==> src/rtl/sensor_reader.sv <==
// sensor_reader
//
// Consumer end of the sensor controller handshake. When the controller raises
// i_sensor_done, the packed sensor bus is captured into a local snapshot and
// o_ack is pulsed for one cycle. The snapshot is then streamed one word per
// transfer over a valid/ready interface, word 0 (least significant slice) first.
//
// Optional feature (macro SENSOR_READER_HEADER_EN): each frame is prefixed by a
// BITWIDTH-bit frame sequence number, which starts at 0 after reset and
// increments (wrapping) on acceptance of each frame's last word.
//
// Parameters:
//   SENSORS   number of sensors; the input bus carries 2*SENSORS words
//   BITWIDTH  width of one data word
//
// Ports:
//   i_clk          clock, rising edge
//   i_rst          synchronous active-high reset
//   i_data         packed sensor words, word i at [(i+1)*BITWIDTH-1 : i*BITWIDTH]
//   i_sensor_done  i_data is valid for capture (sampled only in IDLE)
//   o_ack          one-cycle pulse confirming capture
//   o_out_data     current stream word, 0 while o_out_valid is low
//   o_out_valid    o_out_data is valid
//   i_out_ready    downstream accepts when o_out_valid & i_out_ready
//   o_out_last     final word of the frame, 0 while o_out_valid is low
//
// All outputs are registered.

module sensor_reader #(
   parameter int unsigned SENSORS  = 1,
   parameter int unsigned BITWIDTH = 32
) (
   input  logic                          i_clk,
   input  logic                          i_rst,
   input  logic [2*SENSORS*BITWIDTH-1:0] i_data,
   input  logic                          i_sensor_done,
   output logic                          o_ack,
   output logic [BITWIDTH-1:0]           o_out_data,
   output logic                          o_out_valid,
   input  logic                          i_out_ready,
   output logic                          o_out_last
);

   localparam int unsigned NWORDS = 2 * SENSORS;
`ifdef SENSOR_READER_HEADER_EN
   localparam int unsigned NFRAME = NWORDS + 1;
`else
   localparam int unsigned NFRAME = NWORDS;
`endif
   localparam int unsigned  IW       = $clog2(NFRAME + 1);
   localparam logic [IW-1:0] LAST_IDX = IW'(NFRAME - 1);

   typedef enum logic {StIdle, StSend} state_t;

   state_t              r_state, w_state_nxt;
   logic [IW-1:0]       r_idx, w_idx_nxt;
   logic                r_ack, w_ack_nxt;
   logic                r_out_valid, w_out_valid_nxt;
   logic [BITWIDTH-1:0] r_out_data, w_out_data_nxt;
   logic                r_out_last, w_out_last_nxt;
   logic [BITWIDTH-1:0] r_snap [NWORDS];

   logic                w_capture;
   logic                w_accept;
   logic [IW-1:0]       w_idx_inc;
   logic [IW-1:0]       w_snap_sel;
   logic [BITWIDTH-1:0] w_word_inc;
   logic [BITWIDTH-1:0] w_first_word;

`ifdef SENSOR_READER_HEADER_EN
   logic [BITWIDTH-1:0] r_seq, w_seq_nxt;

   // Frame word j (j >= 1) is sensor word j-1, so the word after r_idx is snap[r_idx].
   assign w_snap_sel   = r_idx;
   assign w_first_word = r_seq;
`else
   assign w_snap_sel   = w_idx_inc;
   assign w_first_word = i_data[BITWIDTH-1:0];
`endif

   assign w_idx_inc = r_idx + IW'(1);
   assign w_accept  = r_out_valid & i_out_ready;

   // Word presented after the current one; out-of-range selects give 0 and are never used.
   always_comb begin
      w_word_inc = '0;
      for (int unsigned i = 0; i < NWORDS; i++) begin
         if (w_snap_sel == IW'(i)) begin
            w_word_inc = r_snap[i];
         end
      end
   end

   // Next-state and registered-output logic.
   always_comb begin
      w_state_nxt     = r_state;
      w_idx_nxt       = r_idx;
      w_ack_nxt       = 1'b0;
      w_out_valid_nxt = r_out_valid;
      w_out_data_nxt  = r_out_data;
      w_out_last_nxt  = r_out_last;
      w_capture       = 1'b0;
`ifdef SENSOR_READER_HEADER_EN
      w_seq_nxt       = r_seq;
`endif
      unique case (r_state)
         StIdle: begin
            w_out_valid_nxt = 1'b0;
            w_out_data_nxt  = '0;
            w_out_last_nxt  = 1'b0;
            if (i_sensor_done) begin
               w_capture       = 1'b1;
               w_state_nxt     = StSend;
               w_idx_nxt       = '0;
               w_ack_nxt       = 1'b1;
               w_out_valid_nxt = 1'b1;
               // First word comes straight from the bus (or header) on the capture edge.
               w_out_data_nxt  = w_first_word;
               // A frame always has at least two words, so word 0 is never last.
               w_out_last_nxt  = 1'b0;
            end
         end
         StSend: begin
            if (w_accept) begin
               if (r_out_last) begin
                  w_state_nxt     = StIdle;
                  w_idx_nxt       = '0;
                  w_out_valid_nxt = 1'b0;
                  w_out_data_nxt  = '0;
                  w_out_last_nxt  = 1'b0;
`ifdef SENSOR_READER_HEADER_EN
                  w_seq_nxt       = r_seq + BITWIDTH'(1);
`endif
               end else begin
                  w_idx_nxt      = w_idx_inc;
                  w_out_data_nxt = w_word_inc;
                  w_out_last_nxt = (w_idx_inc == LAST_IDX);
               end
            end
         end
         default: begin
            w_state_nxt     = StIdle;
            w_out_valid_nxt = 1'b0;
            w_out_data_nxt  = '0;
            w_out_last_nxt  = 1'b0;
         end
      endcase
   end

   always_ff @(posedge i_clk) begin
      if (i_rst) begin
         r_state     <= StIdle;
         r_idx       <= '0;
         r_ack       <= 1'b0;
         r_out_valid <= 1'b0;
         r_out_data  <= '0;
         r_out_last  <= 1'b0;
`ifdef SENSOR_READER_HEADER_EN
         r_seq       <= '0;
`endif
      end else begin
         r_state     <= w_state_nxt;
         r_idx       <= w_idx_nxt;
         r_ack       <= w_ack_nxt;
         r_out_valid <= w_out_valid_nxt;
         r_out_data  <= w_out_data_nxt;
         r_out_last  <= w_out_last_nxt;
`ifdef SENSOR_READER_HEADER_EN
         r_seq       <= w_seq_nxt;
`endif
      end
   end

   // Snapshot is pure datapath; it is only ever read after a capture.
   always_ff @(posedge i_clk) begin
      if (w_capture) begin
         for (int unsigned i = 0; i < NWORDS; i++) begin
            r_snap[i] <= i_data[i*BITWIDTH +: BITWIDTH];
         end
      end
   end

   assign o_ack       = r_ack;
   assign o_out_valid = r_out_valid;
   assign o_out_data  = r_out_data;
   assign o_out_last  = r_out_last;

endmodule
==> config.mk <==
export PLATFORM = sky130hd
export DESIGN_NAME = sensor_reader
export DESIGN_NICKNAME = d
export VERILOG_FILES = /design/src/rtl/sensor_reader.sv
export SDC_FILE = /design/constraint.sdc
export NUM_CORES = 1
export LEC_CHECK = 0
export CAP_MARGIN = 5
export CORE_AREA = 2 2 124 126
export CTS_BUF_LIST = sky130_fd_sc_hd__clkbuf_4 sky130_fd_sc_hd__clkbuf_8
export CTS_CLUSTER_DIAMETER = 200
export DETAILED_ROUTE_END_ITERATION = 8
export DIE_AREA = 0 0 126 128
export PLACE_DENSITY = 0.49
export SETUP_SLACK_MARGIN = 0.02
export SYNTH_ARGS = -nofsm -noshare
export SYNTH_HDL_FRONTEND = slang
export SYNTH_SLANG_ARGS = --single-unit
==> constraint.sdc <==
create_clock -name i_clk -period 2.1 [get_ports i_clk]
set_input_delay 0.42 -clock i_clk [delete_from_list [all_inputs] [get_ports i_clk]]
set_output_delay 0.42 -clock i_clk [all_outputs]
set_load 0.005 [all_outputs]
Word-level counts from Yosys, hierarchy flattened. Memories as Yosys holds them, arrays and structs flattened. Index checks and enable logic that the tools add are counted.

Register bits: 38. Bits in writable memories: 64. Input bits: 68. Output and inout port bits: 35. Logic and storage cells: 40. Memories: 1.

Memories: r_snap (words 2, bits a word 32, read ports 2, clocked after memory_dff 0, write ports 2, line 61) `logic [BITWIDTH-1:0] r_snap [NWORDS];`.

Add/sub/neg operators: 1. Eq/ne operators: 4. Mux-type cells: 23. Bitwise logic cells: 2. Reductions and logical operators: 3.

Operators by type and width (number): $mux W32 (5); $pmux W32 S2 (1); $mux W1 (10); $mux W2 (3); $pmux W1 S2 (3); $ne A2 B1 Y1 const B (2); $pmux W2 S2 (1); $reduce_and A2 Y1 (2); $add A2 B1 Y2 const B (1); $eq A2 B1 Y1 const B (1); $logic_not A2 Y1 (1); $ne A2 B2 Y1 const B (1); $and A1 B1 Y1 (1); $not A1 Y1 (1).

Longest topological paths before layout.
Depth after elaboration: 7. Gate-level depth with buffers: 7. Mapped depth without buffers: 5.

Worst setup path after synthesis. No wires, ideal clock.

Path kind: input-to-reg. From: input i_sensor_done. To: register r_out_data[25], in the netlist o_out_data[25]. Library setup time: 0.089 ns. Arrival time: 1.429 ns. Data required time: 2.011 ns. Path slack: 0.582 ns. Cell stages on the path: 6. Path buffers: 2. Path through: nand2b_4 buf_6 inv_4 buf_6 nand2_1 a311oi_2.

Longest elaborated chain between the ends: 2.

Ends and longest elaborated chain: start, declared (line 36) `input logic i_sensor_done,`; $mux W32 (line 111) `if (i_sensor_done) begin`; $pmux W32 S2 (line 106) `unique case (r_state)`; end signal, assigned (line 166) `r_out_data <= w_out_data_nxt;`; end, declared (line 59) `logic [BITWIDTH-1:0] r_out_data, w_out_data_nxt;`.

No other way between the ends. A chain may end at the register's enable or synchronous reset.

Worst setup path in the final report.
From: register r_out_valid, in the netlist o_out_valid. To: output o_out_valid.

RTL lines: start, declared (line 58) `logic r_out_valid, w_out_valid_nxt;`; start signal, assigned (line 165) `r_out_valid <= w_out_valid_nxt;`; end, declared (line 39) `output logic o_out_valid,`.

No word-level cell between the ends.

==> flow_summary_export.csv <==
group,metric,value,unit
outcome,status,"completed",
logic_synthesis,synthArstFlopShare,0,%
global_routing,grt_pass1_vias,3011,
sta,fin_crit_sh,84.8,%
cts,path_clk_slew,0.10,ns
global_routing,antenna_found_initial,0,
logic_synthesis,synth_seq_area_share,61.1,%
cts,clk_path_buf_depth,2,
power_and_ir_drop,power_density,781,nW/um2
logic_synthesis,netlist_area,4390,um2
finish,area_delta_synth_final,32.8,%
logic_synthesis,yosys_register_bits,102,
floorplanning,chipHeight,128,um
route,firstDrtPassIters,4,
route,drt_iter0_drc,181,
finish,antenna_cells,0,
finish,fin_util,39.2,%
logic_synthesis,yosysWarnings,0,
hold_path,min-delay-start,"i_rst",
route,ant_nets,0,
logic_synthesis,yosysMostFrequentCell,"nand2_1",
sta,finClkSkew,0.00873,ns
sta,fmax,561,MHz
worst_setup_path,critPathSlowestCell,"clkdlybuf4s50_1",
logic_synthesis,syn-num-nets,418,
sta,fin_crit,1.78,ns
power_and_ir_drop,vdd_drop_max,0.282,mV
cts,htree_levels,3,
worst_setup_path,reg2reg_from,"r_idx[0]$_SDFFE_PP0P_",
floorplanning,die_w,126,um
route,routed_wl,10.2,mm
route,routed_via_density,4.65,
logic_synthesis,synthCells,348,
power_and_ir_drop,p_leak,2.02,nW
global_routing,grt_util_all_layers,13.2,%
finish,nFillCells,1538,
logic_synthesis,synthTopCellsByArea,"edfxtp_1, dfxtp_1, a311oi_2",
cts,clk-insertion-delay-late,0.38,ns
sta,tightest_slew,0.457,ns
power_and_ir_drop,p_total,4.55,mW
hold_path,hold_class,"in -> reg",
worst_setup_path,reg2reg_to,"o_out_data[26]$_SDFFE_PP0P_",
finish,fin_nets,513,
floorplanning,initial_core_util,29.5,%
sta,finalSetupViolCount,0,
placed_design,routabilityCongestion,0.707,
logic_synthesis,synth_top_area_share,43.8,%
flow_run,drv_cap,0,
worst_setup_path,crit_path_max_fanout,6,
cts,numCtsBuffers,9,
logic_synthesis,synthFlopType,"edfxtp_1",
worst_setup_path,start_kind,"flop",
floorplanning,core_area,14900,um2
hold_path,min_path_cells,2,
worst_setup_path,reg2reg_depth,5,
placed_design,hpwl,6.56,mm
route,drc_errors,0,
global_routing,overflow,0,
floorplanning,die_area,16100,um2
global_routing,grt_pass1_wl,16.4,mm
worst_setup_path,end_kind,"primary output",
sta,slew_headroom,69.5,%
sta,rsz0062_at_grt,"false",
logic_synthesis,ys_types,26,
worst_setup_path,crit_buf_inv,1,
worst_setup_path,path_class,"reg -> out",
hold_path,min_to,"o_ack$_SDFF_PP0_",
logic_synthesis,synth_commonest_cells,"nand2_1, edfxtp_1, dfxtp_1",
worst_setup_path,cpPeakStageDelay,0.54,ns
floorplanning,io_pins,103,
worst_setup_path,ff2ff_setup_slack,0.46,ns
logic_synthesis,synth_top_area_cell,"edfxtp_1",
worst_setup_path,critPathArrivalTime,1.36,ns
logic_synthesis,avgSynthCellArea,12.6,um2
route,vias,2956,
finish,drive_gt1_share,14.5,%
global_routing,grt_max_degree,46,
logic_synthesis,synth_edf_count,64,
worst_setup_path,crit_family,"buffers and inverters",
cts,cts_setup_buffers,0,
floorplanning,num_rows,45,
cts,holdBufCountCts,0,
sta,hold_viol,0,
sta,finalSetupTns,0,ns
cts,cts-resized-gates,0,
cts,cts_tree,"yes",
cts,clock-root-buffer,"clkbuf_8",
placed_design,port_buffers,102,
cts,clock_sinks,102,
worst_setup_path,path_cells,"clkdlybuf4s50_1",
worst_setup_path,worstPathRequired,1.68,ns
sta,drv_slew,0,
route,routedWlPerCell,16.1,um
## how the worst max path moves through the flow
| stage | startpoint | endpoint | cells after the start |
|---|---|---|---|
| global route | o_out_valid$_SDFFE_PP0P_ | o_out_valid | 1 |
| finish | o_out_valid$_SDFFE_PP0P_ | o_out_valid | 1 |
| floorplan | i_sensor_done | o_out_data[25]$_SDFFE_PP0P_ | 6 |
| CTS | o_out_valid$_SDFFE_PP0P_ | o_out_valid | 1 |
| detailed placement | i_sensor_done | o_out_data[27]$_SDFFE_PP0P_ | 6 |
| global placement | i_sensor_done | o_out_data[27]$_SDFFE_PP0P_ | 6 |
## registers in the layout (all words and copies together) (netlist names)
name         count
o_out_last       1
r_snap          64
o_ack            1
r_state          1
o_out_valid      1
o_out_data      32
r_idx            2
## power by group
group	switching (mW)	total (mW)	internal [mW]
Combinational	0.363	0.792	0.429
Clock	0.719	1.39	0.675
Sequential	0.0667	2.37	2.30
Total	1.15	4.55	3.40
## layout make-up
cell class              count  area, um2  area share [%]
inverters                   4       17.5           0.300
well taps                 188        235            4.04
multi-input cells         213       1470            25.3
clock inverters             7       97.6            1.67
clock buffers               9        124            2.12
flip-flops and latches    102       2680            46.0
repair buffers            113       1200            20.6
## placed cells by master, fill, tap and decap left out, types with 3 or more instances in the layout
cell type / instances
a21oi_1: 3
edfxtp_1: 64
nand3_1: 4
clkdlybuf4s50_1: 101
a21o_1: 32
buf_12: 8
buf_4: 3
nand3b_1: 32
a311oi_2: 30
nand2_1: 66
clkbuf_8: 9
dfxtp_1: 38
nor2_1: 33
inv_1: 3
## kinds of logic after synthesis
logic type                 share of synthesized area (%)
AOI/OAI and AO/OA                                   17.4
and+or+nand+nor                                     15.3
buffers and inverters                               5.62
DFF                                                 61.1
adders and majority gates                          0.570
## metal layers
layer | GRT usage (%) | part of all wire [%]
met1 | 17.6 | 47
met5 | 0 | 0
met2 | 20.1 | 46
met4 | 4.07 | 1.3
met3 | 4.72 | 5.4
## through the flow
step | cell area, um2 | instances | worst slack (ns) | hold slack [ns]
after floorplan | 4390 | 348 | 0.582 | 0.469
after global placement | 5610 | 620 | 0.222 | 0.487
after detailed placement | 5610 | 620 | 0.170 | 0.496
after CTS | 5830 | 636 | 0.299 | 0.445
after global routing | 5830 | 636 | 0.214 | 0.448
final | 5830 | 636 | 0.319 | 0.469
(Power assumes the default switching activity.)
